===== src/rtl/pc_seq_pkg.sv =====
// Shared types for the program-counter sequencer: jump conditions, sequencer
// states and the jump-resolution helper.
package pc_seq_pkg;

  typedef enum logic [1:0] {
    JMP = 2'd0,
    JZ  = 2'd1,
    JNZ = 2'd2,
    JL  = 2'd3
  } jump_t;

  typedef enum logic [1:0] {
    RUN   = 2'd0,
    HALT  = 2'd1,
    FAULT = 2'd2
  } pc_state_t;

  // JL is signed less-than: sign differs from overflow after a compare.
  function automatic logic jump_taken(input jump_t cond, input logic z,
                                      input logic s, input logic o);
    case (cond)
      JMP:     jump_taken = 1'b1;
      JZ:      jump_taken = z;
      JNZ:     jump_taken = ~z;
      JL:      jump_taken = s ^ o;
      default: jump_taken = 1'b0;
    endcase
  endfunction

endpackage


===== src/rtl/pc_seq_ret_stack.sv =====
// Return-address LIFO. The top entry is read combinationally; reset clears only
// the occupancy count, entry contents are don't-care until written.
module ret_stack #(
  parameter int A_WIDTH = 8,
  parameter int DEPTH   = 4
) (
  input  logic                       clk,
  input  logic                       rst,
  input  logic                       push,
  input  logic                       pop,
  input  logic [A_WIDTH-1:0]         data_in,
  output logic [A_WIDTH-1:0]         top,
  output logic [$clog2(DEPTH+1)-1:0] depth,
  output logic                       full,
  output logic                       empty
);

  localparam int DW = $clog2(DEPTH + 1);
  localparam int IW = (DEPTH > 1) ? $clog2(DEPTH) : 1;

  logic [A_WIDTH-1:0] mem [DEPTH];
  logic [IW-1:0]      wr_idx;
  logic [IW-1:0]      rd_idx;

  assign full   = (depth == DW'(DEPTH));
  assign empty  = (depth == '0);
  assign wr_idx = IW'(depth);
  assign rd_idx = IW'(depth - DW'(1));
  assign top    = mem[rd_idx];

  always_ff @(posedge clk) begin
    if (rst)
      depth <= '0;
    else if (push && !full)
      depth <= depth + DW'(1);
    else if (pop && !empty)
      depth <= depth - DW'(1);
  end

  always_ff @(posedge clk) begin
    if (push && !full)
      mem[wr_idx] <= data_in;
  end

endmodule


===== src/rtl/pc_seq.sv =====
// Program-counter sequencer: fetch address register, jump resolution,
// CALL/RET return stack, single level interrupt, HALT and fetch stall.
//   state | meaning
//   RUN   | fetching and executing, addr advances or redirects
//   HALT  | addr frozen, waiting for an enabled interrupt
//   FAULT | stack over/underflow, frozen until reset
module pc_seq
  import pc_seq_pkg::*;
#(
  parameter int                 A_WIDTH = 8,
  parameter int                 DEPTH   = 4,
  parameter logic [A_WIDTH-1:0] IRQ_VEC = A_WIDTH'('hF0)
) (
  input  logic                       clk,
  input  logic                       rst,
  input  logic                       mem_ready,
  input  logic                       is_jump,
  input  jump_t                      jump_cond,
  input  logic                       flag_z,
  input  logic                       flag_s,
  input  logic                       flag_o,
  input  logic [A_WIDTH-1:0]         jump_addr,
  input  logic                       is_call,
  input  logic                       is_ret,
  input  logic                       is_reti,
  input  logic                       is_halt,
  input  logic                       irq_req,
  output logic [A_WIDTH-1:0]         addr,
  output logic [A_WIDTH-1:0]         incremented,
  output logic                       irq_ack,
  output logic                       halted,
  output logic                       fault,
  output logic [$clog2(DEPTH+1)-1:0] depth
);

  pc_state_t          state, state_nxt;
  logic [A_WIDTH-1:0] addr_nxt;
  logic               irq_en, irq_en_nxt, ack_nxt;
  logic               push, pop, full, empty;
  logic [A_WIDTH-1:0] top;

  assign incremented = addr + A_WIDTH'(1);
  assign halted      = (state != RUN);
  assign fault       = (state == FAULT);

  ret_stack #(.A_WIDTH(A_WIDTH), .DEPTH(DEPTH)) u_stack (
    .clk    (clk),
    .rst    (rst),
    .push   (push),
    .pop    (pop),
    .data_in(incremented),
    .top    (top),
    .depth  (depth),
    .full   (full),
    .empty  (empty)
  );

  always_ff @(posedge clk) begin
    if (rst) begin
      state   <= RUN;
      addr    <= '0;
      irq_en  <= 1'b1;
      irq_ack <= 1'b0;
    end else begin
      state   <= state_nxt;
      addr    <= addr_nxt;
      irq_en  <= irq_en_nxt;
      irq_ack <= ack_nxt;
    end
  end

  always_comb begin
    state_nxt  = state;
    addr_nxt   = addr;
    irq_en_nxt = irq_en;
    ack_nxt    = 1'b0;
    push       = 1'b0;
    pop        = 1'b0;
    if (mem_ready) begin
      case (state)
        RUN: begin
          if (is_halt) begin
            state_nxt = HALT;
          end else if (is_ret || is_reti) begin
            if (!empty) begin
              pop      = 1'b1;
              addr_nxt = top;
              if (is_reti) irq_en_nxt = 1'b1;
            end else begin
              state_nxt = FAULT;
            end
          end else if (is_call) begin
            if (!full) begin
              push     = 1'b1;
              addr_nxt = jump_addr;
            end else begin
              state_nxt = FAULT;
            end
          end else if (is_jump) begin
            addr_nxt = jump_taken(jump_cond, flag_z, flag_s, flag_o) ? jump_addr : incremented;
          end else if (irq_req && irq_en && !full) begin
            push       = 1'b1;
            addr_nxt   = IRQ_VEC;
            irq_en_nxt = 1'b0;
            ack_nxt    = 1'b1;
          end else begin
            addr_nxt = incremented;
          end
        end
        HALT: begin
          // Wake resumes at the instruction after HALT once the ISR returns.
          if (irq_req && irq_en && !full) begin
            push       = 1'b1;
            addr_nxt   = IRQ_VEC;
            irq_en_nxt = 1'b0;
            ack_nxt    = 1'b1;
            state_nxt  = RUN;
          end
        end
        default: ;
      endcase
    end
  end

endmodule


===== config.mk =====
export PLATFORM = sky130hd
export DESIGN_NAME = pc_seq
export DESIGN_NICKNAME = d
export VERILOG_FILES = /design/src/rtl/pc_seq_pkg.sv /design/src/rtl/pc_seq_ret_stack.sv /design/src/rtl/pc_seq.sv
export SDC_FILE = /design/constraint.sdc
export NUM_CORES = 1
export LEC_CHECK = 0
export CAP_MARGIN = 5
export CORE_UTILIZATION = 35
export DETAILED_ROUTE_END_ITERATION = 16
export GPL_TIMING_DRIVEN = 0
export MAX_ROUTING_LAYER = met4
export PLACE_DENSITY = 0.62
export RECOVER_POWER = 100
export SYNTH_ARGS = -nofsm -noshare
export SYNTH_HDL_FRONTEND = slang
export SYNTH_SLANG_ARGS = --single-unit

===== constraint.sdc =====
create_clock -name clk -period 7.3 [get_ports clk]
set_input_delay 1.095 -clock clk [delete_from_list [all_inputs] [get_ports clk]]
set_output_delay 1.095 -clock clk [all_outputs]
set_load 0.03 [all_outputs]

==> impl_metrics.py <==
metrics = {
    "synth": {
        "synth_area_leaders": "edfxtp_1 (40%), dfxtp_1 (12%), mux4_2 (7.5%)",
        "yosysMostFrequentCell": "edfxtp_1",
        "yosysTopAreaCell": "edfxtp_1",
        "syn_area_per_cell_um2": 11.55,
        "syn_area_um2": 2415,
        "ys.flop_type": "edfxtp_1",
        "yosysSeqAreaShare_pct": 52.23,
        "synth.ff_latch_count": 47,
        "synthTopCellsByCount": "edfxtp_1 (32), dfxtp_1 (15), inv_1 (15)",
        "syn_inst": 209,
        "async_flop_share_pct": 0,
        "synth_top_area_share_pct": 39.79,
        "synth_edf_count": 32,
        "yosysUniqueCellTypes": 50,
        "ys_warn_count": 0,
        "synth_nets": 237,
    },
    "cts": {
        "cts_resized": 0,
        "postCtsHoldBufs": 0,
        "htreeDepth": 2,
        "cts_sinks": 47,
        "post-cts-setup-buffers": 0,
        "cts_tree": "built",
        "clock_latency_ps": 300,
        "path_clk_slew_ps": 90,
        "cts_made_buffers": 5,
        "root_buffer": "clkbuf_8",
        "cts_max_path_buffers": 2,
    },
    "placed_design": {
        "place_area_um2": 2937,
        "placed_cells": 329,
        "port_buffers": 42,
        "place_ws_ps": 3295,
        "post-dp-hpwl_mm": 4.228,
        "gp_congestion": 0.8642,
    },
    "detailed_routing": {
        "via_per_inst": 5.451,
        "drc_errors": 0,
        "post_drt_wl_per_cell_um": 17.05,
        "first_pass_iters": 4,
        "ant_nets": 0,
        "wirelength_mm": 5.747,
        "vias": 1837,
        "drtIter0Drc": 117,
    },
    "final_layout": {
        "multi_input_comb_area_um2": 1069,
        "syn_to_final_growth_pct": 25.49,
        "stdcell_count": 337,
        "final_nets": 287,
        "antennaDiodeCount": 0,
        "stdcell_area_um2": 3030,
        "final_util_pct": 46.66,
        "layout-drive-gt1-share_pct": 8.462,
        "nFillCells": 611,
        "seq_area_um2": 1261,
    },
    "worst_hold_path": {
        "worstHoldEndpoint": "addr[7]",
        "holdPathStages": 2,
        "min_path_type": "register to register",
        "min_from": "addr[7]",
    },
    "run": {
        "cap_violations": 0,
    },
    "die": {
        "die_width_um": 85.07,
        "die_y_um": 85.07,
        "core_area_um2": 6495,
        "die-area_um2": 7236,
        "initial_utilization_pct": 37.18,
        "io_pins": 44,
        "num_rows": 29,
    },
    "run_status": {
        "outcome": "complete, no violations",
    },
    "global_routing": {
        "grt_pass1_wl_mm": 9.232,
        "grt_max_degree": 18,
        "antenna_found_initial": 0,
        "gr-total-overflow": 0,
        "grtUsageTotal_pct": 17.20,
        "grt_pass1_vias": 1760,
    },
    "setup_path": {
        "start_kind": "primary input",
        "timing.rr.start": "u_stack.depth[0]",
        "reg2reg_slack_ps": 3970,
        "crit_type": "primary input to register",
        "rr_worst_depth": 8,
        "crit_arrival_ps": 3890,
        "crit_required_ps": 7280,
        "worst_r2r_endpoint": "u_stack.mem[0][3]",
        "crit_fanout": 6,
        "cp-end-kind": "register",
    },
    "timing": {
        "finalSetupTns_ps": 0,
        "relSlewSlack_pct": 43.20,
        "max_freq_mhz": 255.9,
        "rsz0062_at_grt": "no",
        "setup_ws_ps": 3392,
        "timing.hold.ws_ps": 506.6,
        "hold_viol_final": 0,
        "slew_viol_final": 0,
        "min_period_ps": 3908,
        "min_period_over_period_pct": 53.54,
        "setup_violations": 0,
        "tightest_slew_ps": 852.0,
        "finClkSkew_ps": 5.972,
    },
    "power": {
        "leakage_nw": 1.083,
        "powerDensity_nw_per_um2": 192.7,
        "fin_total_pwr_mw": 0.5840,
        "peakVddDrop_v": 0.00008041,
    },
}
[where the power goes]
part	total [mW]	switching [mW]	leakage, nW	internal [mW]
registers	0.300	0.00758	0.415	0.292
logic	0.116	0.0673	0.621	0.0487
clock network	0.168	0.0973	0.0467	0.0711
total	0.584	0.172	1.08	0.412
[registers in the layout, indices dropped and copies added (netlist names)]
name and flops:
u_stack.depth 3, irq_ack 1, u_stack.mem 32, irq_en 1
addr 8, state 2
[final cells by class]
| class | instances | area share (%) |
|---|---|---|
| Buffer | 7 | 0.9083 |
| Tap cell | 77 | 3.179 |
| Inverter | 15 | 1.858 |
| Multi-Input combinational cell | 140 | 35.26 |
| Clock buffer | 5 | 2.271 |
| Timing Repair Buffer | 43 | 14.00 |
| Clock inverter | 3 | 0.9083 |
| Sequential cell | 47 | 41.62 |
[layout by cell type (no fill, tap or decap), types with 4 or more instances in the layout]
cell	netlist	final
nand3_1	6	6
a31oi_1	5	5
xor2_1	4	4
nand3b_1	6	6
o21ai_0	4	4
or3_1	6	6
dlygate4sd3_1	0	26
mux4_2	8	8
a21oi_1	13	13
clkdlybuf4s50_1	0	16
nor2b_1	4	4
nor3_1	5	5
dfxtp_1	15	15
nor2_1	14	14
nand2b_1	5	5
clkbuf_8	0	5
clkbuf_1	5	7
nand2_1	10	10
inv_1	15	15
edfxtp_1	32	32
ha_1	6	6
[worst max path at each step]
stage,startpoint,to,slack [ps]
3_3_place_gp,is_reti,u_stack.mem[0][6],2970
5_1_grt,is_reti,u_stack.mem[0][3],3250
6_report,is_reti,u_stack.mem[0][3],3390
2_1_floorplan,is_ret,u_stack.mem[0][0],4030
3_5_place_dp,is_ret,u_stack.mem[0][3],3300
4_1_cts,is_ret,u_stack.mem[0][3],3600
[kinds of logic (layout without fill, tap and decap cells)]
logic type / Yosys count / after routing / share of synthesized area [%]
AND/OR/NAND/NOR: 69 / 69 / 15.80
AO/OA/AOI/OAI: 48 / 48 / 14.09
flip-flops: 47 / 47 / 52.23
buffers and inverters: 22 / 73 / 3.523
multiplexers: 10 / 10 / 8.705
XOR/XNOR: 7 / 7 / 2.539
adder cells (fa/ha/maj): 6 / 6 / 3.109
[per-layer routing]
layer	global-route usage (%)	wire (um)	vias to the layer above
li1	-	-	896
met1	23.57	2727	878
met2	26.61	2565	61
met3	3.599	427	2
met4	3.236	27	0
met5	-	0	-
[critical path: stages]
cell           delay, ps
dlygate4sd3_1        610
or2_0                300
or3_1                360
or3_1                350
clkbuf_1             160
a211oi_1             670
clkbuf_1             340
Power figures use the tool's default switching activity.
